### config.mk
export PLATFORM = sky130hd
export DESIGN_NAME = ps2_c64_keyboard
export DESIGN_NICKNAME = d
export VERILOG_FILES = /design/src/rtl/ps2_c64_pkg.sv /design/src/rtl/ps2_c64_keymap.sv /design/src/rtl/ps2_c64_keyboard.sv
export SDC_FILE = /design/constraint.sdc
export NUM_CORES = 1
export LEC_CHECK = 0
export ABC_AREA = 0
export CELL_PAD_IN_SITES_DETAIL_PLACEMENT = 0
export CELL_PAD_IN_SITES_GLOBAL_PLACEMENT = 1
export CORE_MARGIN = 3
export CORE_UTILIZATION = 40
export CTS_BUF_LIST = sky130_fd_sc_hd__clkbuf_8
export DETAILED_ROUTE_END_ITERATION = 12
export GPL_ROUTABILITY_DRIVEN = 0
export PLACE_DENSITY_LB_ADDON = 0.12
export REMOVE_ABC_BUFFERS = 1
export SLEW_MARGIN = 10
export SYNTH_ARGS = -nofsm -noshare
export SYNTH_HDL_FRONTEND = slang
export SYNTH_SLANG_ARGS = --single-unit
### constraint.sdc
create_clock -name dot_clk -period 7.3 [get_ports dot_clk]
set_clock_uncertainty 0.05 [all_clocks]
set_input_delay 0.73 -clock dot_clk [delete_from_list [all_inputs] [get_ports dot_clk]]
set_output_delay 0.73 -clock dot_clk [all_outputs]
set_load 0.05 [all_outputs]
### src/rtl/ps2_c64_pkg.sv
// ps2_c64_pkg
//   Shared definitions for the PS/2 to C64 keyboard matrix bridge:
//   prefix scancodes, the receive FSM state encoding and the matrix
//   index helper used by the top and the keymap consumers.
package ps2_c64_pkg;

    // Set-2 prefix bytes
    localparam logic [7:0] SC_EXT = 8'hE0;
    localparam logic [7:0] SC_BRK = 8'hF0;

    // PS/2 receive FSM: IDLE waits for a start bit, DATA shifts eight
    // bits LSB first, PARITY captures the odd-parity bit, STOP checks
    // the stop bit and decides whether the byte is accepted.
    typedef enum logic [1:0] {
        RX_IDLE   = 2'd0,
        RX_DATA   = 2'd1,
        RX_PARITY = 2'd2,
        RX_STOP   = 2'd3
    } rx_state_t;

    // Matrix bit position of key (row, col): row*8 + col.
    function automatic logic [5:0] idx(input logic [2:0] row, input logic [2:0] col);
        return {row, col};
    endfunction

endpackage

### src/rtl/ps2_c64_keymap.sv
// ps2_c64_keymap
//   Combinational scancode lookup: {ext, code} -> C64 matrix position.
//   Ports:
//     ext        in   1  E0 prefix was seen before this code
//     code       in   8  set-2 scancode (make form)
//     valid      out  1  code maps to a C64 key (matrix key or RESTORE)
//     row        out  3  C64 matrix row (CIA1 port A bit)
//     col        out  3  C64 matrix column (CIA1 port B bit)
//     is_restore out  1  code is the RESTORE key (outside the matrix)
//   Table entries are written as 6'o<row><col>.
module ps2_c64_keymap (
    input  logic       ext,
    input  logic [7:0] code,
    output logic       valid,
    output logic [2:0] row,
    output logic [2:0] col,
    output logic       is_restore
);

    logic [5:0] rc;

    always_comb begin
        valid      = 1'b1;
        rc         = 6'o00;
        is_restore = 1'b0;
        case ({ext, code})
            // row 0
            9'h066: rc = 6'o00; // Backspace -> DEL
            9'h05A: rc = 6'o01; // Enter -> RETURN
            9'h15A: rc = 6'o01; // keypad Enter -> RETURN
            9'h174: rc = 6'o02; // Right arrow -> CRSR RIGHT
            9'h083: rc = 6'o03; // F7
            9'h005: rc = 6'o04; // F1
            9'h004: rc = 6'o05; // F3
            9'h003: rc = 6'o06; // F5
            9'h172: rc = 6'o07; // Down arrow -> CRSR DOWN
            // row 1
            9'h026: rc = 6'o10; // 3
            9'h01D: rc = 6'o11; // W
            9'h01C: rc = 6'o12; // A
            9'h025: rc = 6'o13; // 4
            9'h01A: rc = 6'o14; // Z
            9'h01B: rc = 6'o15; // S
            9'h024: rc = 6'o16; // E
            9'h012: rc = 6'o17; // Left Shift
            // row 2
            9'h02E: rc = 6'o20; // 5
            9'h02D: rc = 6'o21; // R
            9'h023: rc = 6'o22; // D
            9'h036: rc = 6'o23; // 6
            9'h021: rc = 6'o24; // C
            9'h02B: rc = 6'o25; // F
            9'h02C: rc = 6'o26; // T
            9'h022: rc = 6'o27; // X
            // row 3
            9'h03D: rc = 6'o30; // 7
            9'h035: rc = 6'o31; // Y
            9'h034: rc = 6'o32; // G
            9'h03E: rc = 6'o33; // 8
            9'h032: rc = 6'o34; // B
            9'h033: rc = 6'o35; // H
            9'h03C: rc = 6'o36; // U
            9'h02A: rc = 6'o37; // V
            // row 4
            9'h046: rc = 6'o40; // 9
            9'h043: rc = 6'o41; // I
            9'h03B: rc = 6'o42; // J
            9'h045: rc = 6'o43; // 0
            9'h03A: rc = 6'o44; // M
            9'h042: rc = 6'o45; // K
            9'h044: rc = 6'o46; // O
            9'h031: rc = 6'o47; // N
            // row 5
            9'h079: rc = 6'o50; // keypad + -> +
            9'h04D: rc = 6'o51; // P
            9'h04B: rc = 6'o52; // L
            9'h04E: rc = 6'o53; // - -> -
            9'h049: rc = 6'o54; // . -> .
            9'h052: rc = 6'o55; // ' -> :
            9'h054: rc = 6'o56; // [ -> @
            9'h041: rc = 6'o57; // , -> ,
            // row 6
            9'h05D: rc = 6'o60; // \ -> pound
            9'h05B: rc = 6'o61; // ] -> *
            9'h04C: rc = 6'o62; // ; -> ;
            9'h16C: rc = 6'o63; // Home -> CLR/HOME
            9'h059: rc = 6'o64; // Right Shift
            9'h055: rc = 6'o65; // = -> =
            9'h171: rc = 6'o66; // Delete -> up-arrow
            9'h04A: rc = 6'o67; // / -> /
            // row 7
            9'h016: rc = 6'o70; // 1
            9'h00E: rc = 6'o71; // ` -> left-arrow
            9'h00D: rc = 6'o72; // Tab -> CTRL
            9'h01E: rc = 6'o73; // 2
            9'h029: rc = 6'o74; // Space
            9'h014: rc = 6'o75; // Left Ctrl -> C=
            9'h015: rc = 6'o76; // Q
            9'h076: rc = 6'o77; // Esc -> RUN/STOP
            // RESTORE sits outside the matrix
            9'h17D: is_restore = 1'b1; // PgUp
            default: valid = 1'b0;
        endcase
    end

    assign row = rc[5:3];
    assign col = rc[2:0];

endmodule

### src/rtl/ps2_c64_keyboard.sv
// ps2_c64_keyboard
//   Receives PS/2 set-2 scancodes, keeps a 64-key C64 matrix image and
//   answers CIA1 row scans with active-low column sense. RESTORE is kept
//   as a separate level.
//   Parameters:
//     TIMEOUT_CYCLES  dot_clk cycles without a PS/2 falling edge before a
//                     partial frame is dropped
//     SYNC_STAGES     synchroniser depth for ps2_clk/ps2_data (>= 2)
//   Ports:
//     dot_clk      in   1  system clock
//     reset        in   1  synchronous, active-high
//     ps2_clk      in   1  asynchronous PS/2 clock (never driven)
//     ps2_data     in   1  asynchronous PS/2 data (never driven)
//     keyboard_ROW in   8  row select, bit r low selects row r
//     keyboard_COL out  8  column sense, bit c low if a selected row has (r,c) down
//     restore      out  1  high while RESTORE is held
//     key_event    out  1  one-cycle pulse per accepted mapped make/break
//   Handshake note: the receiver hands bytes to the decoder with a
//   one-cycle rx_valid strobe and no back-pressure; the decoder always
//   consumes a byte in the cycle rx_valid is high.
module ps2_c64_keyboard
    import ps2_c64_pkg::*;
#(
    parameter int TIMEOUT_CYCLES = 16384,
    parameter int SYNC_STAGES    = 2
) (
    input  logic       dot_clk,
    input  logic       reset,
    input  logic       ps2_clk,
    input  logic       ps2_data,
    input  logic [7:0] keyboard_ROW,
    output logic [7:0] keyboard_COL,
    output logic       restore,
    output logic       key_event
);

    localparam int TO_W = $clog2(TIMEOUT_CYCLES + 1);

    // ------------------------------------------------------------------
    // Input synchronisers and falling-edge detect. Reset to 1 so an idle
    // (high) bus never looks like an edge after reset.
    // ------------------------------------------------------------------
    logic [SYNC_STAGES-1:0] clk_sync;
    logic [SYNC_STAGES-1:0] data_sync;
    logic                   clk_prev;
    logic                   clk_cur;
    logic                   data_cur;
    logic                   fall;

    always_ff @(posedge dot_clk) begin
        if (reset) begin
            clk_sync  <= '1;
            data_sync <= '1;
            clk_prev  <= 1'b1;
        end else begin
            clk_sync  <= {clk_sync[SYNC_STAGES-2:0], ps2_clk};
            data_sync <= {data_sync[SYNC_STAGES-2:0], ps2_data};
            clk_prev  <= clk_cur;
        end
    end

    assign clk_cur  = clk_sync[SYNC_STAGES-1];
    assign data_cur = data_sync[SYNC_STAGES-1];
    assign fall     = clk_prev & ~clk_cur;

    // ------------------------------------------------------------------
    // Receive FSM
    // ------------------------------------------------------------------
    rx_state_t         state_q;
    rx_state_t         state_d;
    logic [2:0]        bit_cnt;
    logic [7:0]        shift_q;
    logic              par_q;
    logic [TO_W-1:0]   to_cnt;
    logic              timeout_hit;
    logic              start_en;
    logic              shift_en;
    logic              par_en;
    logic              stop_en;
    logic              rx_valid;
    logic [7:0]        rx_byte;

    // A falling edge in the same cycle always wins over the timeout.
    assign timeout_hit = !fall && (state_q != RX_IDLE) &&
                         (to_cnt >= TO_W'(TIMEOUT_CYCLES - 1));

    // state register
    always_ff @(posedge dot_clk) begin
        if (reset) state_q <= RX_IDLE;
        else       state_q <= state_d;
    end

    // next state
    always_comb begin
        state_d = state_q;
        if (timeout_hit) begin
            state_d = RX_IDLE;
        end else if (fall) begin
            case (state_q)
                RX_IDLE:   if (!data_cur) state_d = RX_DATA;
                RX_DATA:   if (bit_cnt == 3'd7) state_d = RX_PARITY;
                RX_PARITY: state_d = RX_STOP;
                RX_STOP:   state_d = RX_IDLE;
                default:   state_d = RX_IDLE;
            endcase
        end
    end

    // FSM outputs: datapath enables for this cycle's falling edge
    always_comb begin
        start_en = 1'b0;
        shift_en = 1'b0;
        par_en   = 1'b0;
        stop_en  = 1'b0;
        if (fall) begin
            case (state_q)
                RX_IDLE:   start_en = !data_cur;
                RX_DATA:   shift_en = 1'b1;
                RX_PARITY: par_en   = 1'b1;
                RX_STOP:   stop_en  = 1'b1;
                default:   ;
            endcase
        end
    end

    // receive datapath
    always_ff @(posedge dot_clk) begin
        if (reset) begin
            bit_cnt  <= 3'd0;
            shift_q  <= 8'h00;
            par_q    <= 1'b0;
            to_cnt   <= '0;
            rx_valid <= 1'b0;
            rx_byte  <= 8'h00;
        end else begin
            if (start_en)      bit_cnt <= 3'd0;
            else if (shift_en) bit_cnt <= bit_cnt + 3'd1;

            if (shift_en) shift_q <= {data_cur, shift_q[7:1]};
            if (par_en)   par_q   <= data_cur;

            if (fall || state_q == RX_IDLE) to_cnt <= '0;
            else                            to_cnt <= to_cnt + 1'b1;

            // Accept on a good stop bit with odd parity across data+parity.
            rx_valid <= stop_en && data_cur && (^{shift_q, par_q});
            if (stop_en) rx_byte <= shift_q;
        end
    end

    // ------------------------------------------------------------------
    // Scancode decode and matrix update
    // ------------------------------------------------------------------
    logic        ext_q;
    logic        brk_q;
    logic [63:0] key_down;
    logic        km_valid;
    logic [2:0]  km_row;
    logic [2:0]  km_col;
    logic        km_is_restore;

    ps2_c64_keymap u_keymap (
        .ext        (ext_q),
        .code       (rx_byte),
        .valid      (km_valid),
        .row        (km_row),
        .col        (km_col),
        .is_restore (km_is_restore)
    );

    always_ff @(posedge dot_clk) begin
        if (reset) begin
            ext_q     <= 1'b0;
            brk_q     <= 1'b0;
            key_down  <= 64'd0;
            restore   <= 1'b0;
            key_event <= 1'b0;
        end else begin
            key_event <= 1'b0;
            if (rx_valid) begin
                if (rx_byte == SC_EXT) begin
                    ext_q <= 1'b1;
                end else if (rx_byte == SC_BRK) begin
                    brk_q <= 1'b1;
                end else begin
                    // Any non-prefix byte ends the sequence, mapped or not.
                    ext_q <= 1'b0;
                    brk_q <= 1'b0;
                    if (km_valid) begin
                        key_event <= 1'b1;
                        if (km_is_restore) restore <= ~brk_q;
                        else               key_down[idx(km_row, km_col)] <= ~brk_q;
                    end
                end
            end
        end
    end

    // ------------------------------------------------------------------
    // Column sense: selected rows OR together, no ghosting model.
    // ------------------------------------------------------------------
    logic [7:0] col_next;

    always_comb begin
        col_next = 8'hFF;
        for (int c = 0; c < 8; c++) begin
            for (int r = 0; r < 8; r++) begin
                if (key_down[idx(3'(r), 3'(c))] && !keyboard_ROW[r])
                    col_next[c] = 1'b0;
            end
        end
    end

    always_ff @(posedge dot_clk) begin
        if (reset) keyboard_COL <= 8'hFF;
        else       keyboard_COL <= col_next;
    end

endmodule

==> results of run 1 <==
[cells in the final DEF (no fill, tap or decap), types with 10 or more instances in the layout]
cell type / n
nor2b_1: 16
nor3_1: 10
nand3_1: 30
o22ai_1: 38
nor2_1: 34
xnor2_1: 14
a21oi_1: 63
nand2_1: 131
inv_1: 76
clkbuf_8: 20
a311oi_1: 23
dfxtp_1: 119
o21ai_0: 10
mux2i_1: 39
and3_1: 10
clkdlybuf4s50_1: 20
nand4_1: 12
[worst register-to-register path: stages, from the launching register on]
cell and delay, ns:
dfxtp_1 0.99, nor2b_1 0.29, a32oi_1 0.36, o22ai_1 0.10, or4_1 0.51, or4b_4 0.58
nor4_2 0.87, a21oi_1 0.15, a311oi_1 0.33
[logic make-up (layout without fill, tap and decap cells)]
family,count (synthesis),count (layout),synth area share [%]
AO/OA/AOI/OAI,187,187,19.0
XOR/XNOR,23,23,3.09
adder cells (fa/ha/maj),7,7,1.35
buffers and inverters,145,135,8.84
flip-flops,119,119,36.6
multiplexers,39,39,6.00
AND/OR/NAND/NOR,317,317,25.1
[synthesized netlist by cell type (4+ instances only)]
library cell,instances,area [µm²]
nand3_1,30,150
buf_2,16,80.1
ha_1,7,87.6
and3b_1,6,52.6
nor4b_1,8,70.1
nor2_1,34,128
and3_1,10,62.6
a311oi_1,23,201
nand4_1,12,75.1
dfxtp_1,119,2380
or2_2,8,50.1
nor2b_1,16,100
inv_1,75,282
xnor2_1,14,123
o41ai_1,9,78.8
o21ai_0,10,50.1
o211ai_1,5,37.5
or3_1,9,56.3
o22ai_1,38,238
a211oi_1,4,30.0
mux2i_1,39,390
nand2_1,131,492
nor3_1,10,50.1
a21oi_1,63,315
o2111ai_1,5,43.8
nor4_1,5,31.3
and2_1,4,25.0
nor3b_1,6,45.0
nand2b_1,7,43.8
xor2_1,9,78.8
clkbuf_1,46,173
[state kept, by name, indices dropped and copies added (netlist names), 2 cells and up]
| register | cells |
|---|---|
| keyboard_COL | 8 |
| clk_sync | 2 |
| bit_cnt | 3 |
| data_sync | 2 |
| rx_byte | 8 |
| shift_q | 8 |
| key_down | 64 |
| to_cnt | 15 |
| state_q | 2 |
[where the power goes]
group          total (W)  leakage [nW]  switching [W]  internal [W]
Clock           0.000600         0.208       0.000271      0.000330
Combinational  0.0000339          1.27      0.0000247    0.00000912
Sequential      0.000651         0.959    0.000000605      0.000650
[layout make-up]
type	count	area (µm²)	area share [%]
multi-input cells	573	3550	49.7
clock buffers	20	275	3.85
clock inverters	12	128	1.79
flip-flops and latches	119	2380	33.3
repair buffers	28	258	3.61
well taps	216	270	3.78
inverters	75	282	3.94
[how the worst max path moves through the flow]
stage | startpoint | end | slack, ns | cells past startpoint
after global placement | rx_byte[0] | key_down[28] | 3.13 | 8
after CTS | rx_byte[0] | key_down[54] | 3.05 | 8
after detailed placement | rx_byte[0] | key_down[28] | 3.07 | 8
final | rx_byte[0] | key_down[56] | 2.98 | 8
after global routing | rx_byte[2] | key_down[20] | 2.65 | 8
after floorplan | rx_byte[0] | key_down[20] | 3.76 | 8
[through the flow]
stage                     cells  util, %  area, µm²
after CTS                  1043     45.0       7150
after global routing       1043     45.0       7150
final                      1043     45.0       7150
after global placement     1011     42.5       6740
after detailed placement   1011     42.5       6740
after floorplan             767        -       6220
[metal layers]
layer | vias to the layer above | track usage (%)
met5 | - | 0
met4 | 0 | 8.06
met3 | 47 | 4.53
met2 | 214 | 32.3
met1 | 2741 | 26.6
li1 | 2903 | -
==> out/qor.yml, run 1 <==
status: "complete, no violations"
start_kind: "flop"
hold_depth: 1
hold_class: "reg -> reg"
worst_pin_slew_ns: 1.17
top_layer: "met4"
clockBufferDepth: 2
antenna_found_initial: 0
hold_path_end: "data_sync[1]"
dr_wl_met3_um: 998
nets: 833
worstPathCellList: "nor2b_1, a32oi_1, o22ai_1, or4_1, or4b_4, nor4_2, a21oi_1, a311oi_1"
drv_slew: 0
p_leak_nw: 2.44
crit_type: "reg -> reg"
grt_max_degree: 57
cts_buffers: 17
p_per_area_nw_per_um2: 180
fillers: 1592
max-vdd-ir-drop_uv: 198
grt_pass1_wl_mm: 29.3
ys_async_sr_fraction_pct: 0
drt-met1-wl_mm: 8.08
vias: 5905
finalCritPeriodShare_pct: 59.2
dr.pass1.iters: 5
cts.sinks: 119
cts-resized-gates: 0
post_drt_wl_per_cell_um: 17.0
core-area_um2: 15900
fin_crit_ns: 4.32
hp-start: "data_sync[0]"
cts-root-buf: "clkbuf_8"
antennaDiodeCount: 0
final_antenna_net_count: 0
first_global_vias: 5654
setup_slack_ns: 2.98
hold_viol_final: 0
globalRouteOverflowTotal: 0
grt_usage_pct: 20.2
synth_warnings: 0
yosysUniqueCellTypes: 65
relSlewSlack_pct: 21.3
totalWireLength_mm: 17.8
power.total_w: 0.00128
die_area_um2: 17800
clkLatencyLatePin_ns: 0.43
cp_slowest_cell: "dfxtp_1"
slowest_delay_ns: 0.99
ys_seq_elements: 119
worstPathMaxFanout: 32
max_freq_mhz: 232
syn_inst: 837
pin_count: 22
dpl.hpwl_mm: 11.6
core.rowCount: 46
cts_setup_buffers: 0
required_ns: 7.57
r2r_setup_slack_ns: 2.98
hold_slack_ns: 0.360
critPathBufInv: 0
crit_path_end_kind: "flop"
die_w_um: 134
maxCapViolCount: 0
rsz0062_at_grt: "no"
via_per_inst: 5.66
syn_area_um2: 6510
wl_met2_mm: 8.09
portBuffers: 21
setup_viol: 0
cts_tree: "built"
dp_worst_setup_slack_ns: 3.07
clkTransAtPathRegs_ns: 0.08
path_delay_family: "simple AND/OR/NAND/NOR gates"
synth.avg_cell_area_um2: 7.78
crit_arrival_ns: 4.59
ys.flop_type: "dfxtp_1"
setup-tns-final_ns: 0
cts-htree-levels: 4
drt_iter0_markers: 533
drc: 0
worstReg2RegEnd: "key_down[56]"
synth-edff-count: 0
synth_seq_area_share_pct: 36.6
initial_utilization_pct: 41.0
die-height_um: 134
timing.rr.start: "rx_byte[0]"
drive_above_1_share_pct: 6.53
worst-r2r-cell-count: 8
area_delta_synth_final_pct: 9.78
cts-hold-fix-buffers: 0
No activity file was read; power rests on OpenSTA's default activity.
==> run 2: changes to the inputs <==
- clock period: 7.3 -> 3.7 ns (I/O delays scaled with it)
==> out/qor.yml, run 2 (same netlist as run 1, synthesis figures left out) <==
cts-root-buf: "clkbuf_8"
nets: 865  # +3.8%
fin_crit_ns: 3.52  # -0.798 ns
relSlewSlack_pct: 33.4  # +12 points
setup-tns-final_ns: 0  # unchanged
required_ns: 4.01  # -3.56 ns
first_global_vias: 5864  # +3.7%
top_regs: "key_down: 64 flops, to_cnt: 15 flops"
fillers: 1596  # +0.25%
max-vdd-ir-drop_uv: 247  # +25%
setup_slack_ns: 0.179  # -2.80 ns
final_common_cell: "nand2_1"
final_cell_mix: "131 x nand2_1, 118 x dfxtp_1, 75 x inv_1"
crit_type: "reg -> reg"
grt_pass1_wl_mm: 30.3  # +3.3%
pin_count: 22  # unchanged
maxCapViolCount: 0  # unchanged
cts.sinks: 119  # unchanged
clkLatencyLatePin_ns: 0.43  # about the same
max_freq_mhz: 284  # +23%
crit_arrival_ns: 3.83  # -0.76 ns
clockBufferDepth: 2  # unchanged
cts_buffers: 17  # unchanged
cts_tree: "built"
rsz0062_at_grt: "no"
crit_path_end_kind: "flop"
initial_utilization_pct: 41.0  # unchanged
totalWireLength_mm: 18.7  # +5.2%
portBuffers: 21  # unchanged
worst_pin_slew_ns: 0.997  # -0.174 ns
start_kind: "flop"
drt_iter0_markers: 777  # +46%
final_antenna_net_count: 0  # unchanged
cts-hold-fix-buffers: 0  # unchanged
worstPathMaxFanout: 14  # -56%
drv_slew: 0  # unchanged
p_leak_nw: 2.61  # +7.2%
antennaDiodeCount: 0  # unchanged
setup_viol: 0  # unchanged
grt_max_degree: 48  # -16%
post_drt_wl_per_cell_um: 17.4  # +2.2%
area_delta_synth_final_pct: 14.0
dp_worst_setup_slack_ns: 0.203  # -2.87 ns
die_area_um2: 17800  # unchanged
die-height_um: 134  # unchanged
power.total_w: 0.00265  # +110%
finalCritPeriodShare_pct: 95.2  # +36 points
hold_viol_final: 0  # unchanged
hold_slack_ns: 0.360  # +0.000573 ns
clkTransAtPathRegs_ns: 0.08  # about the same
core-area_um2: 15900  # unchanged
cts-htree-levels: 4  # unchanged
largest_register_ffs: 64  # unchanged
p_per_area_nw_per_um2: 357  # +99%
final_core_utilization_pct: 46.7  # +1.7 points
grt_usage_pct: 21.0  # +0.80 points
globalRouteOverflowTotal: 0  # unchanged
dr.pass1.iters: 6  # +1
vias: 6171  # +4.5%
hold_class: "reg -> reg"
antenna_found_initial: 0  # unchanged
cts_setup_buffers: 0  # unchanged
status: "complete, no violations"
cts-resized-gates: 0  # unchanged
dpl.hpwl_mm: 12.4  # +7.4%
die_w_um: 134  # unchanged
drive_above_1_share_pct: 10.4  # +3.8 points
drc: 0  # unchanged
regMostFlops: "key_down"
core.rowCount: 46  # unchanged
via_per_inst: 5.75  # +1.5%
==> run 2: power by group <==
group          switching [W]  internal (W)
Combinational      0.0000499     0.0000181
Clock               0.000564      0.000737
Sequential        0.00000115       0.00128
==> run 2: layout make-up <==
type	count	area, µm²	share of cell area, %
clock buffers	17	234	3.15
clock inverters	14	199	2.68
inverters	75	282	3.79
multi-input cells	573	3560	47.9
flip-flops and latches	119	2380	32.1
well taps	216	270	3.64
repair buffers	60	498	6.71
==> run 2: per-stage QoR <==
step                      cells  cell area, µm²
after floorplan             767            6220
after global placement     1043            6980
final                      1074            7420
after CTS                  1074            7420
after global routing       1074            7420
after detailed placement   1043            6980
==> run 2: critical path, stage by stage, from the launching register on <==
cell	delay, ns
dfxtp_1	0.67
buf_4	0.26
or3b_2	0.13
a2111o_1	0.16
o311ai_0	0.22
nor4b_1	0.53
nand3_1	0.34
or4_1	0.62
or3_1	0.32
a21oi_1	0.14
==> run 2: worst paths after layout <==
kind               start      endpoint  slack (ns)  cells past startpoint
max           rx_byte[4]  key_down[12]        0.18                      9
min          clk_sync[0]   clk_sync[1]        0.36                      1
max reg2reg   rx_byte[4]  key_down[12]        0.18                      9
min reg2reg  clk_sync[0]   clk_sync[1]        0.36                      1
==> run 2: metal layers <==
metal  wire length [µm]  global-route usage, %
met2               8480                   33.8
met3               1350                   4.95
met5                  0                      0
met1               8420                   27.7
met4                431                   7.60
==> run 3: changes to the inputs <==
- CORE_UTILIZATION: 40 -> 48
- clock period: 3.7 -> 3.85 ns (I/O delays scaled with it)
==> out/qor.yml, run 3 (same netlist as run 1, synthesis figures left out) <==
cts-resized-gates: 0  # unchanged
hold_viol_final: 0  # unchanged
worstPathMaxFanout: 25  # +11
grt_pass1_wl_mm: 28.8  # -5.0%
worst_pin_slew_ns: 1.06  # +0.0634 ns
hold_class: "reg -> reg"
cts.sinks: 119  # unchanged
finalCritPeriodShare_pct: 92.9  # -2.3 points
cts_tree: "built"
grt_max_degree: 49  # +2.1%
crit_path_end_kind: "flop"
post_drt_wl_per_cell_um: 17.5  # +0.54%
via_per_inst: 6.01  # +4.7%
clkLatencyLatePin_ns: 0.44  # about the same
drc: 0  # unchanged
relSlewSlack_pct: 28.7  # -4.6 points
first_global_vias: 5714  # -2.6%
globalRouteOverflowTotal: 0  # unchanged
crit_arrival_ns: 3.86  # +0.03 ns
setup_viol: 0  # unchanged
final_common_cell: "nand2_1"
core-area_um2: 12900  # -19%
portBuffers: 21  # unchanged
slowest_delay_ns: 0.85  # +0.18 ns
worstPathCellList: "nor2b_1, nand2_1, o22ai_1, or4_1, or4b_4, nor4_2, buf_4, a21oi_1, a311oi_1"
cp_slowest_cell: "dfxtp_1"
die_w_um: 122  # -8.3%
core.rowCount: 41  # -11%
final_cell_mix: "131 x nand2_1, 119 x dfxtp_1, 75 x inv_1"
dpl.hpwl_mm: 12.0  # -3.6%
cts_setup_buffers: 0  # unchanged
cts_buffers: 17  # unchanged
final_antenna_net_count: 0  # unchanged
setup-tns-final_ns: 0  # unchanged
grt_usage_pct: 24.2  # +3.2 points
top_regs: "key_down: 64 flops, to_cnt: 15 flops"
dpl_cell_area_um2: 6880  # -1.5%
fillers: 1209  # -24%
initial_utilization_pct: 50.4  # +9.4 points
regMostFlops: "key_down"
hold_depth: 1  # unchanged
cts-hold-fix-buffers: 0  # unchanged
rsz0062_at_grt: "no"
die-height_um: 122  # -8.3%
area_delta_synth_final_pct: 12.7
maxCapViolCount: 0  # unchanged
dr.pass1.iters: 5  # -1
drt_iter0_markers: 681  # -12%
pin_count: 22  # unchanged
largest_register_ffs: 64  # unchanged
die_area_um2: 15000  # -16%
setup_slack_ns: 0.275  # +0.0953 ns
totalWireLength_mm: 17.9  # -4.1%
drv_slew: 0  # unchanged
required_ns: 4.14  # +0.13 ns
cts-root-buf: "clkbuf_8"
status: "complete, no violations"
finalInstanceArea_um2: 7340  # -1.1%
cts-htree-levels: 4  # unchanged
dp_worst_setup_slack_ns: 0.386  # +0.183 ns
nets: 858  # -0.81%
crit_type: "reg -> reg"
worst-r2r-cell-count: 9  # unchanged
antenna_found_initial: 0  # unchanged
start_kind: "flop"
max_freq_mhz: 280  # -1.5%
clockBufferDepth: 2  # unchanged
vias: 6159  # -0.19%
drive_above_1_share_pct: 9.39  # -0.98 points
clkTransAtPathRegs_ns: 0.07  # about the same
p_per_area_nw_per_um2: 357  # -0.18%
antennaDiodeCount: 0  # unchanged
fin_crit_ns: 3.58  # +0.0547 ns
max-vdd-ir-drop_uv: 394  # +59%
p_leak_nw: 2.60  # -0.52%
==> run 3: changes by cell type in the layout (fill, tap and decap cells not counted) <==
cell and delta:
buf_4 -7, bufinv_16 +1, clkbuf_8 +2, clkinv_1 +1, clkinv_2 +2, clkinvlp_4 -2, dfxtp_1 +1, dfxtp_2 -1
inv_6 -3, nor4_1 +1, nor4_2 -1
==> run 3: worst max-delay path: cells and delay by family, from the launching register on <==
family,cells,cell delay (ns)
buf+inv,1,0.25
compound gates,3,0.49
simple gates,5,1.81
flops,1,0.85
==> run 3: power by group <==
group	internal (W)	switching (W)
clock network	0.000802	0.000518
registers	0.00123	0.00000114
logic	0.0000174	0.0000462
total	0.00205	0.000565
==> run 3: through the flow <==
step	hold slack, ns	cells	utilization, %	total power [W]
2_1_floorplan	0.339	767	-	0.00128
3_3_place_gp	0.341	992	53.2	0.00132
3_5_place_dp	0.347	992	53.2	0.00133
4_1_cts	0.361	1024	56.8	0.00264
5_1_grt	0.377	1024	56.8	0.00270
6_report	0.360	1024	56.8	0.00262
==> run 3: final timing paths <==
| path | startpoint | endpoint | slack (ns) |
|---|---|---|---|
| worst max register to register | rx_byte[5] | key_down[24] | 0.27 |
| worst min-delay path | data_sync[0] | data_sync[1] | 0.36 |
| worst max-delay path | rx_byte[5] | key_down[24] | 0.27 |
| worst min register to register | data_sync[0] | data_sync[1] | 0.36 |
==> run 3: layout make-up <==
type / instances / area, µm² / area share (%)
Clock buffer: 19 / 262 / 3.56
Clock inverter: 13 / 201 / 2.74
Inverter: 75 / 282 / 3.84
Multi-Input combinational cell: 573 / 3550 / 48.4
Sequential cell: 119 / 2380 / 32.5
Tap cell: 172 / 215 / 2.93
Timing Repair Buffer: 53 / 445 / 6.07
==> run 3: routing by layer <==
| metal | global-route usage, % | wire length [µm] | up-vias |
|---|---|---|---|
| met5 | 0 | 0 | - |
| li1 | - | - | 2943 |
| met2 | 37.4 | 8160 | 253 |
| met4 | 10.2 | 541 | 0 |
| met3 | 5.35 | 1200 | 61 |
| met1 | 32.5 | 8010 | 2902 |
